$ cat config.mk
export PLATFORM = sky130hd
export DESIGN_NAME = video_blend_pipe
export DESIGN_NICKNAME = d
export VERILOG_FILES = /design/src/rtl/xosera_pkg.sv /design/src/rtl/video_blend_chan.sv /design/src/rtl/video_blend_pipe.sv
export SDC_FILE = /design/constraint.sdc
export NUM_CORES = 1
export LEC_CHECK = 0
export BUFFER_PORTS_ARGS = -buffer_cell sky130_fd_sc_hd__buf_2
export CAP_MARGIN = 20
export CORE_ASPECT_RATIO = 0.9
export CORE_MARGIN = 5
export CORE_UTILIZATION = 50
export CTS_BUF_LIST = sky130_fd_sc_hd__clkbuf_4 sky130_fd_sc_hd__clkbuf_8
export DETAILED_ROUTE_END_ITERATION = 8
export PLACE_DENSITY = 0.68
export SYNTH_ARGS = -nofsm -noshare
export SYNTH_HDL_FRONTEND = slang
export SYNTH_SLANG_ARGS = --single-unit
$ cat constraint.sdc
create_clock -name clk -period 10.85 [get_ports clk]
set_input_delay 1.085 -clock clk [delete_from_list [all_inputs] [get_ports clk]]
set_output_delay 1.085 -clock clk [all_outputs]
set_load 0.01 [all_outputs]
$ cat src/rtl/xosera_pkg.sv
// Shared definitions for the playfield blend pipeline.
//   blend_mode_t  : per-pixel combine operator selected by the active mode register
//   FADE_FULL     : master fade level that leaves pixels unchanged
//   FADE_LEVEL_W  : width of fade level / target
//   FADE_RATE_W   : width of fade rate and frame counter
//   FADE_SHIFT    : right shift applied after the fade multiply
//   fade_sat()    : clamps a requested fade target to FADE_FULL
package xosera_pkg;

    typedef enum logic [2:0] {
        BLEND_ALPHA     = 3'd0,
        BLEND_ADD_CLAMP = 3'd1,
        BLEND_SUB_CLAMP = 3'd2,
        BLEND_ADD_WRAP  = 3'd3,
        BLEND_SUB_WRAP  = 3'd4,
        BLEND_A_ONLY    = 3'd5,
        BLEND_B_ONLY    = 3'd6,
        BLEND_KEY       = 3'd7
    } blend_mode_t;

    localparam int unsigned FADE_LEVEL_W = 5;
    localparam int unsigned FADE_RATE_W  = 4;
    localparam int unsigned FADE_SHIFT   = 4;

    localparam logic [FADE_LEVEL_W-1:0] FADE_FULL = 5'd16;

    function automatic logic [FADE_LEVEL_W-1:0] fade_sat(input logic [FADE_LEVEL_W-1:0] t);
        return (t > FADE_FULL) ? FADE_FULL : t;
    endfunction

endpackage

$ cat src/rtl/video_blend_chan.sv
// One colour channel of the blender: stage 1 derives the alpha weight and the
// alpha-scaled B value, stage 2 applies the selected blend mode with clamping.
// Two register stages; the result is valid two clocks after the inputs.
// Ports:
//   clk, reset_i : pixel clock, asynchronous active-high reset
//   color_a      : playfield A channel value (bottom layer)
//   color_b      : playfield B channel value (top layer)
//   alpha        : playfield B per-pixel alpha
//   mode         : active blend mode, consumed in stage 2
//   result       : blended channel value (registered)
module video_blend_chan
    import xosera_pkg::*;
#(
    parameter int unsigned COLOR_W = 4,
    parameter int unsigned ALPHA_W = 3
) (
    input  logic               clk,
    input  logic               reset_i,
    input  logic [COLOR_W-1:0] color_a,
    input  logic [COLOR_W-1:0] color_b,
    input  logic [ALPHA_W-1:0] alpha,
    input  blend_mode_t        mode,
    output logic [COLOR_W-1:0] result
);

    localparam int unsigned WGT_W  = ALPHA_W + 1;
    localparam int unsigned PROD_W = COLOR_W + WGT_W;

    // All-ones alpha maps to the full weight so that max alpha yields exactly B.
    localparam logic [WGT_W-1:0] WGT_FULL = {1'b1, {ALPHA_W{1'b0}}};

    // ---------------- stage 1: weight and scale ----------------
    logic [WGT_W-1:0]   weight;
    logic [PROD_W-1:0]  b_prod;
    logic [COLOR_W-1:0] b_scaled;

    always_comb begin
        weight   = (&alpha) ? WGT_FULL : {1'b0, alpha};
        b_prod   = PROD_W'(color_b) * PROD_W'(weight);
        b_scaled = b_prod[ALPHA_W +: COLOR_W];
    end

    logic [COLOR_W-1:0] a_q, b_q, bs_q;
    logic [WGT_W-1:0]   w_q;
    logic               key_q;

    always_ff @(posedge clk or posedge reset_i) begin
        if (reset_i) begin
            a_q   <= '0;
            b_q   <= '0;
            bs_q  <= '0;
            w_q   <= '0;
            key_q <= 1'b0;
        end else begin
            a_q   <= color_a;
            b_q   <= color_b;
            bs_q  <= b_scaled;
            w_q   <= weight;
            key_q <= (alpha != '0);
        end
    end

    // ---------------- stage 2: mode combine and clamp ----------------
    logic [PROD_W-1:0]  mix;
    logic [COLOR_W:0]   sum;
    logic [COLOR_W:0]   diff;
    logic [COLOR_W-1:0] comb;

    always_comb begin
        // Weights sum to WGT_FULL, so the mix never overflows PROD_W.
        mix  = PROD_W'(a_q) * PROD_W'(WGT_FULL - w_q) + PROD_W'(b_q) * PROD_W'(w_q);
        sum  = {1'b0, a_q} + {1'b0, bs_q};
        // Top bit of diff is the borrow out of A - Bs.
        diff = {1'b0, a_q} - {1'b0, bs_q};
        comb = a_q;
        unique case (mode)
            BLEND_ALPHA:     comb = mix[ALPHA_W +: COLOR_W];
            BLEND_ADD_CLAMP: comb = sum[COLOR_W] ? '1 : sum[COLOR_W-1:0];
            BLEND_SUB_CLAMP: comb = diff[COLOR_W] ? '0 : diff[COLOR_W-1:0];
            BLEND_ADD_WRAP:  comb = sum[COLOR_W-1:0];
            BLEND_SUB_WRAP:  comb = diff[COLOR_W-1:0];
            BLEND_A_ONLY:    comb = a_q;
            BLEND_B_ONLY:    comb = b_q;
            BLEND_KEY:       comb = key_q ? b_q : a_q;
        endcase
    end

    logic [COLOR_W-1:0] result_q;

    always_ff @(posedge clk or posedge reset_i) begin
        if (reset_i) begin
            result_q <= '0;
        end else begin
            result_q <= comb;
        end
    end

    assign result = result_q;

    // Fraction bits and the guard bit of the products are intentionally dropped.
    logic unused_prod_bits;
    assign unused_prod_bits = ^{b_prod[ALPHA_W-1:0], b_prod[PROD_W-1],
                                mix[ALPHA_W-1:0], mix[PROD_W-1]};

endmodule

$ cat src/rtl/video_blend_pipe.sv
// Playfield blender: combines playfield A (bottom) with playfield B (top, per-pixel
// alpha) using one of 8 blend modes, then applies a frame-stepped master fade.
// Fixed 3-clock latency for pixel data and syncs. Mode and fade changes are
// shadowed and only take effect on the rising edge of vsync.
// Optional feature macro: VIDEO_BLEND_FADE_EN (fade engine and stage-3 multiply).
// Without it the fade level is fixed at full, the fade inputs are ignored and
// fade_busy_o is held low; stage 3 is then a plain register.
// Ports:
//   clk, reset_i        : pixel clock, asynchronous active-high reset
//   vsync_i, hsync_i    : input syncs (active-high vsync)
//   dv_de_i             : display enable
//   colorA_i            : {R,G,B} playfield A
//   colorB_i            : {alpha,R,G,B} playfield B
//   mode_i, mode_wr_i   : pending blend mode and its one-cycle write strobe
//   fade_target_i       : fade target 0..16 (larger values saturate to 16)
//   fade_rate_i         : frames per fade step minus 1
//   fade_wr_i           : one-cycle strobe loading fade target and rate
//   blend_rgb_o         : blended, faded pixel (0 when delayed dv_de is low)
//   hsync_o, vsync_o    : syncs delayed to match blend_rgb_o
//   dv_de_o             : display enable delayed to match blend_rgb_o
//   fade_busy_o         : high while fade level differs from target
module video_blend_pipe
    import xosera_pkg::*;
#(
    parameter int unsigned COLOR_W = 4,
    parameter int unsigned ALPHA_W = 3
) (
    input  logic                         clk,
    input  logic                         reset_i,
    input  logic                         vsync_i,
    input  logic                         hsync_i,
    input  logic                         dv_de_i,
    input  logic [3*COLOR_W-1:0]         colorA_i,
    input  logic [ALPHA_W+3*COLOR_W-1:0] colorB_i,
    input  logic [2:0]                   mode_i,
    input  logic                         mode_wr_i,
    input  logic [FADE_LEVEL_W-1:0]      fade_target_i,
    input  logic [FADE_RATE_W-1:0]       fade_rate_i,
    input  logic                         fade_wr_i,
    output logic [3*COLOR_W-1:0]         blend_rgb_o,
    output logic                         hsync_o,
    output logic                         vsync_o,
    output logic                         dv_de_o,
    output logic                         fade_busy_o
);

    // ---------------- frame event and mode shadowing ----------------
    logic        vsync_q;
    logic        frame_evt;
    blend_mode_t mode_pend_q, mode_act_q;

    assign frame_evt = vsync_i & ~vsync_q;

    always_ff @(posedge clk or posedge reset_i) begin
        if (reset_i) begin
            vsync_q     <= 1'b0;
            mode_pend_q <= BLEND_ALPHA;
            mode_act_q  <= BLEND_ALPHA;
        end else begin
            vsync_q <= vsync_i;
            if (mode_wr_i) begin
                mode_pend_q <= blend_mode_t'(mode_i);
            end
            // A write landing on the frame event bypasses the pending register.
            if (frame_evt) begin
                mode_act_q <= mode_wr_i ? blend_mode_t'(mode_i) : mode_pend_q;
            end
        end
    end

    // ---------------- stages 1-2: per-channel blend ----------------
    logic [3*COLOR_W-1:0] comb_rgb;

    for (genvar ch = 0; ch < 3; ch++) begin : g_chan
        video_blend_chan #(
            .COLOR_W (COLOR_W),
            .ALPHA_W (ALPHA_W)
        ) u_chan (
            .clk     (clk),
            .reset_i (reset_i),
            .color_a (colorA_i[ch*COLOR_W +: COLOR_W]),
            .color_b (colorB_i[ch*COLOR_W +: COLOR_W]),
            .alpha   (colorB_i[3*COLOR_W +: ALPHA_W]),
            .mode    (mode_act_q),
            .result  (comb_rgb[ch*COLOR_W +: COLOR_W])
        );
    end

    // ---------------- sync delay ----------------
    logic [2:0] de_q, hs_q, vs_q;

    always_ff @(posedge clk or posedge reset_i) begin
        if (reset_i) begin
            de_q <= '0;
            hs_q <= '0;
            vs_q <= '0;
        end else begin
            de_q <= {de_q[1:0], dv_de_i};
            hs_q <= {hs_q[1:0], hsync_i};
            vs_q <= {vs_q[1:0], vsync_i};
        end
    end

    // ---------------- fade engine ----------------
    logic [3*COLOR_W-1:0] faded_rgb;

`ifdef VIDEO_BLEND_FADE_EN
    logic [FADE_LEVEL_W-1:0] level_q, level_d, target_q, target_eff;
    logic [FADE_RATE_W-1:0]  rate_q, rate_eff, cnt_q, cnt_eff, cnt_d;
    logic                    busy_q;

    always_comb begin
        // A fade write coinciding with a frame event is already in force for it.
        target_eff = target_q;
        rate_eff   = rate_q;
        cnt_eff    = cnt_q;
        if (fade_wr_i) begin
            target_eff = fade_sat(fade_target_i);
            rate_eff   = fade_rate_i;
            cnt_eff    = '0;
        end
        level_d = level_q;
        cnt_d   = cnt_eff;
        if (frame_evt) begin
            if (level_q == target_eff) begin
                cnt_d = '0;
            end else if (cnt_eff == rate_eff) begin
                cnt_d   = '0;
                level_d = (level_q < target_eff) ? level_q + FADE_LEVEL_W'(1)
                                                 : level_q - FADE_LEVEL_W'(1);
            end else begin
                cnt_d = cnt_eff + FADE_RATE_W'(1);
            end
        end
    end

    always_ff @(posedge clk or posedge reset_i) begin
        if (reset_i) begin
            level_q  <= FADE_FULL;
            target_q <= FADE_FULL;
            rate_q   <= '0;
            cnt_q    <= '0;
            busy_q   <= 1'b0;
        end else begin
            level_q  <= level_d;
            target_q <= target_eff;
            rate_q   <= rate_eff;
            cnt_q    <= cnt_d;
            busy_q   <= (level_q != target_q);
        end
    end

    assign fade_busy_o = busy_q;

    localparam int unsigned FMUL_W = COLOR_W + FADE_LEVEL_W;

    for (genvar ch = 0; ch < 3; ch++) begin : g_fade
        logic [FMUL_W-1:0] prod;
        logic              unused_fade_bits;
        assign prod = FMUL_W'(comb_rgb[ch*COLOR_W +: COLOR_W]) * FMUL_W'(level_q);
        assign faded_rgb[ch*COLOR_W +: COLOR_W] = prod[FADE_SHIFT +: COLOR_W];
        // level <= 16 keeps the product below 2**(COLOR_W+4); low bits are truncated.
        assign unused_fade_bits = ^{prod[FADE_SHIFT-1:0], prod[FMUL_W-1]};
    end
`else
    logic unused_fade_inputs;
    assign unused_fade_inputs = ^{fade_target_i, fade_rate_i, fade_wr_i};
    assign fade_busy_o        = 1'b0;
    assign faded_rgb          = comb_rgb;
`endif

    // ---------------- stage 3: fade and blanking ----------------
    logic [3*COLOR_W-1:0] rgb_q;

    always_ff @(posedge clk or posedge reset_i) begin
        if (reset_i) begin
            rgb_q <= '0;
        end else begin
            rgb_q <= de_q[1] ? faded_rgb : '0;
        end
    end

    assign blend_rgb_o = rgb_q;
    assign hsync_o     = hs_q[2];
    assign vsync_o     = vs_q[2];
    assign dv_de_o     = de_q[2];

endmodule

# Word-level counts from Yosys, hierarchy flattened
# Index checks and enable logic that the tools add are counted.
[totals] regBits=81 latchBits=0 ramBits=0 romBits=0 in_bits=46 output_inout_bits=16 wordCells=67 n_memories=0
[op_classes] addsub=10 multipliers=9 div_mod_pow=0 n_lt_le_gt_ge=0 eq_ne=7 shift=0 n_mux=15 bitwise_logic=2 reduce_logical=3
[ops] cell="4-bit case mux with 8 select lines" count=3
[ops] cell="4-bit by 4-bit multiplier with 7-bit output" count=6
[ops] cell="4-bit two-way mux" count=10
[ops] cell="7-bit adder" count=3
[ops] cell="4-bit by 8-bit multiplier with 7-bit output" count=2
[ops] cell="4-bit by 4-bit adder with 5-bit output" count=3
[ops] cell="4-bit by 4-bit subtractor with 5-bit output" count=3
[ops] cell="3-bit == test, second input constant" count=4
[ops] cell="12-bit two-way mux" count=1
[ops] cell="5-bit by 5-bit multiplier with 7-bit output" count=1
[ops] cell="3-bit by 2-bit == test with 1-bit output, second input constant" count=2
[ops] cell="4-bit by 4-bit subtractor with 5-bit output, first input constant" count=1
[ops] cell="3-bit by 1-bit == test with 1-bit output, second input constant" count=1
[ops] cell="3-bit zero test" count=1
[ops] cell="3-bit two-way mux" count=1
[ops] cell="3-bit AND reduction" count=1
[ops] cell="3-bit nonzero test" count=1
[ops] cell="1-bit bitwise AND" count=1
[ops] cell="1-bit inverter" count=1

# Logic depth before layout (Yosys ltp)
[depth] word_depth=4 depth_mapped=22 mapped_depth_nobuf=20

# Hierarchy
# Synthesis repeated with hierarchy kept, for this count alone.
[unflattened] hier_cells=827 area_unflattened_um2=8365.5
[by_module_without_submodules] mod="video_blend_chan (g_chan[2].u_chan)" n_inst=1 cells_per_inst=259 area_each_um2=2514.9
[by_module_without_submodules] mod="video_blend_chan (g_chan[1].u_chan)" n_inst=1 cells_per_inst=259 area_each_um2=2498.6
[by_module_without_submodules] mod="video_blend_chan (g_chan[0].u_chan)" n_inst=1 cells_per_inst=259 area_each_um2=2497.4
[by_module_without_submodules] mod="video_blend_pipe" n_inst=1 cells_per_inst=50 area_each_um2=854.6

# Least setup slack after synthesis
# OpenSTA, ideal clock, no wires.
[synth_path] kind="reg-to-reg" from="register, netlist name g_chan[1].u_chan.w_q[1]" to="register g_chan[2].u_chan.result_q[3]" setup_ns=0.133 t_arrival_ns=5.005 required_time_ns=10.717 slack_ns=5.712 path_stages_with_launch=22 n_path_buf=2 period_less_slack_ns=5.138 cell_sequence="dfrtp_1 clkbuf_1 inv_1 ha_1 xnor2_1 clkbuf_1 nand2_1 fa_1 inv_1 fa_1 fa_1 fa_1 inv_1 fa_1 inv_1 ha_1 a21o_1 a21oi_1 xnor3_1 xnor2_1 nand2_1 nand4_1"
[synth_lines] element="end signal: assignment" line="video_blend_chan.sv:94" source="result_q <= comb;"
[synth_lines] element="end: declaration" line="video_blend_chan.sv:88" source="logic [COLOR_W-1:0] result_q;"

==> flow_summary.ini <==
[outcome]
status = finished clean

[die]
ios = 62
dieArea_sq_um = 17950
rows = 43
start_util_pct = 50.46
core_area_sq_um = 15230
chipHeight_um = 127.6
fp.dieW_um = 140.7

[clocking]
clock_latency_ns = 0.39
htreeDepth = 3
clock_path_buffers = 2
tritoncts = built
cts_made_buffers = 9
cts_hold_buf = 0
cts.sinks = 80
clk_pin_slew_ns = 0.09
clockRootBuffer = clkbuf_8
post_cts_resized = 0
post_cts_buffers = 0

[place]
dpl.hpwl_um = 12580
post_dp_cell_area_sq_um = 8113
post-place-cells = 1022
port_buffers = 50
finalWeightedCongestion = 0.9510

[critical_path]
r2r_setup_slack_ns = 4.82
cp-start-kind = flip-flop
endpoint_kind = flip-flop
path_class = flip-flop to flip-flop
critPathRequiredTime_ns = 11.07
crit_arrival_ns = 6.24
crit_path_max_fanout = 21

[layout]
final_common_cell = inv_1
syn2layout_area_growth_pct = 8.371
final_cell_mix = inv_1, ha_1, and2_1
drive_gt1_share_pct = 9.558
nNetsFinal = 1043
final_cells = 1039
n_antenna_cell = 0
final_area_sq_um = 8325

[synthesis]
ys.flop_type = dfrtp_1
synth_top_cell_by_area = dfrtp_1
synth.area.top_cells = dfrtp_1, fa_1, ha_1
synth.top_cell.area_share_pct = 26.06
ys_types = 48
syn-num-nets = 1002
syn_area_per_cell_sq_um = 9.712
netlist_instances = 791
asyncSetResetFlopFracSynth_pct = 100.0
syn_area_sq_um = 7682
synth-seq-cells = 80
synth_edf_count = 0
yosysSeqAreaShare_pct = 26.06
yosys_warnings = 0

[routing]
vias = 5346
postRouteAntennaNets = 0
viasPerCell = 5.145
drtIter0Drc = 404
drt-total-wl_um = 16300
drt-wirelength-per-cell_um = 15.69
drt_pass1_iterations = 5
drc = 0

[timing]
slew_headroom_pct = 34.65
drv_slew = 0
rsz0062_at_grt = no
worst_slew_pin_slew_ns = 0.9803
skew_ns = 0.01764
setup_viol = 0
hold_viol_final = 0
finalCritPeriodShare_pct = 55.55
fmax_ghz = 0.1659
setup_tns_ns = 0
layout_min_cycle_time_ns = 6.028

[power_and_ir_drop]
p_leak_uw = 0.004269
peakVddDrop_mv = 0.06135
powerDensity_nw_per_um2 = 143.5

[job]
drv_cap = 0

[global_routing]
antenna_found_initial = 0
grt_pass1_vias = 5452
grt_first_pass_wirelength_um = 27610
grt-ovfl-total = 0
grt.total_usage_pct = 19.39
grt_max_degree = 81

[min_path]
min_path_type = flip-flop to flip-flop
worst paths after layout:
check / to / cells past startpoint / startpoint
min in group asynchronous: g_chan[2].u_chan.bs_q[1] / 3 / reset_i
min reg2reg: vs_q[2] / 0 / vs_q[1]
max reg2reg: g_chan[2].u_chan.result[3] / 20 / g_chan[1].u_chan.w_q[0]
max: g_chan[2].u_chan.result[3] / 20 / g_chan[1].u_chan.w_q[0]
min: vs_q[2] / 0 / vs_q[1]
max in group asynchronous: g_chan[1].u_chan.result[3] / 4 / reset_i
cell usage after synthesis, drive strengths merged, types with 2 or more instances:
cell	n
xnor2	37
nand4	3
o31ai	2
a21o	15
buf	4
nor2	28
mux2	5
xor2	19
a2bb2oi	2
nand4b	2
ha	93
inv	126
and3	16
a31oi	2
nand2b	9
xnor3	4
nand2	57
o22a	2
dfrtp	80
a221oi	2
a22oi	5
nor2b	9
or3b	2
a32oi	2
a22o	5
and2	83
o2111ai	3
nor3	8
a21oi	34
nand3	10
clkbuf	21
fa	72
o21ai	17
where the power goes:
part | leakage [uW] | switching, uW | internal, uW | total, uW
Clock | 0.0000892 | 128 | 87.8 | 216
Sequential | 0.000963 | 43.6 | 350 | 393
Combinational | 0.00322 | 319 | 267 | 586
Total | 0.00427 | 490 | 704 | 1190
critical path: stages (launching register included):
cell	delay, ns
dfrtp_1	0.85
inv_2	0.16
ha_1	0.30
nand2b_1	0.17
and2_1	0.23
inv_1	0.17
nor2_1	0.13
ha_1	0.25
fa_1	0.48
fa_1	0.52
fa_1	0.54
inv_1	0.05
fa_1	0.60
inv_1	0.06
ha_1	0.28
a21o_1	0.18
a21oi_1	0.24
xnor3_1	0.27
xnor2_1	0.15
nand2_1	0.07
nand4_1	0.14
cell type report:
class,instances,area (sq um)
fillers,1349,6900
flip-flops and latches,80,2002
repair buffers,55,307.8
well taps,202,252.7
clock inverters,7,61.31
multi-input cells,560,5104
clock buffers,9,123.9
inverters,126,474.2
per-layer routing:
metal / vias up / part of all wire, % / GRT usage, %
met1: 2581 / 47 / 28.69
met4: 0 / 1.3 / 4.217
met2: 146 / 45 / 29.79
met5: - / 0 / 0
met3: 16 / 6.7 / 3.780
li1: 2603 / - / -
cell families (layout without fill, tap and decap cells):
logic type | count (synthesis) | after routing | synth area share [%]
xor gates and xnor gates | 60 | 60 | 7.557
other | 1 | 1 | 0.04881
and+or+nand+nor | 232 | 232 | 16.09
AOI/OAI and AO/OA | 97 | 97 | 8.095
adders and majority gates | 165 | 165 | 33.91
muxes | 5 | 5 | 0.7328
DFF | 80 | 80 | 26.06
buffers and inverters | 151 | 197 | 7.508
flip-flops by register name (all words and copies together) (netlist names):
signal / count
blend_rgb_o: 12
g_chan.u_chan.a_q: 12
g_chan.u_chan.b_q: 12
g_chan.u_chan.bs_q: 12
g_chan.u_chan.result: 12
g_chan.u_chan.w_q: 4
de_q: 3
hs_q: 3
mode_act_q: 3
mode_pend_q: 3
vs_q: 3
g_chan.u_chan.key_q: 1
per-stage QoR:
step,power (uW),hold slack [ns],util [%],setup WS (ns)
after CTS,1206,0.3582,54.50,4.861
after floorplan,835.4,0.3312,-,5.712
after global placement,974.0,0.3320,53.28,4.897
after global routing,1307,0.3723,54.68,4.599
after detailed placement,983.6,0.3355,53.28,4.891
final,1194,0.3559,54.68,4.822
No activity file was read; power rests on OpenSTA's default activity.
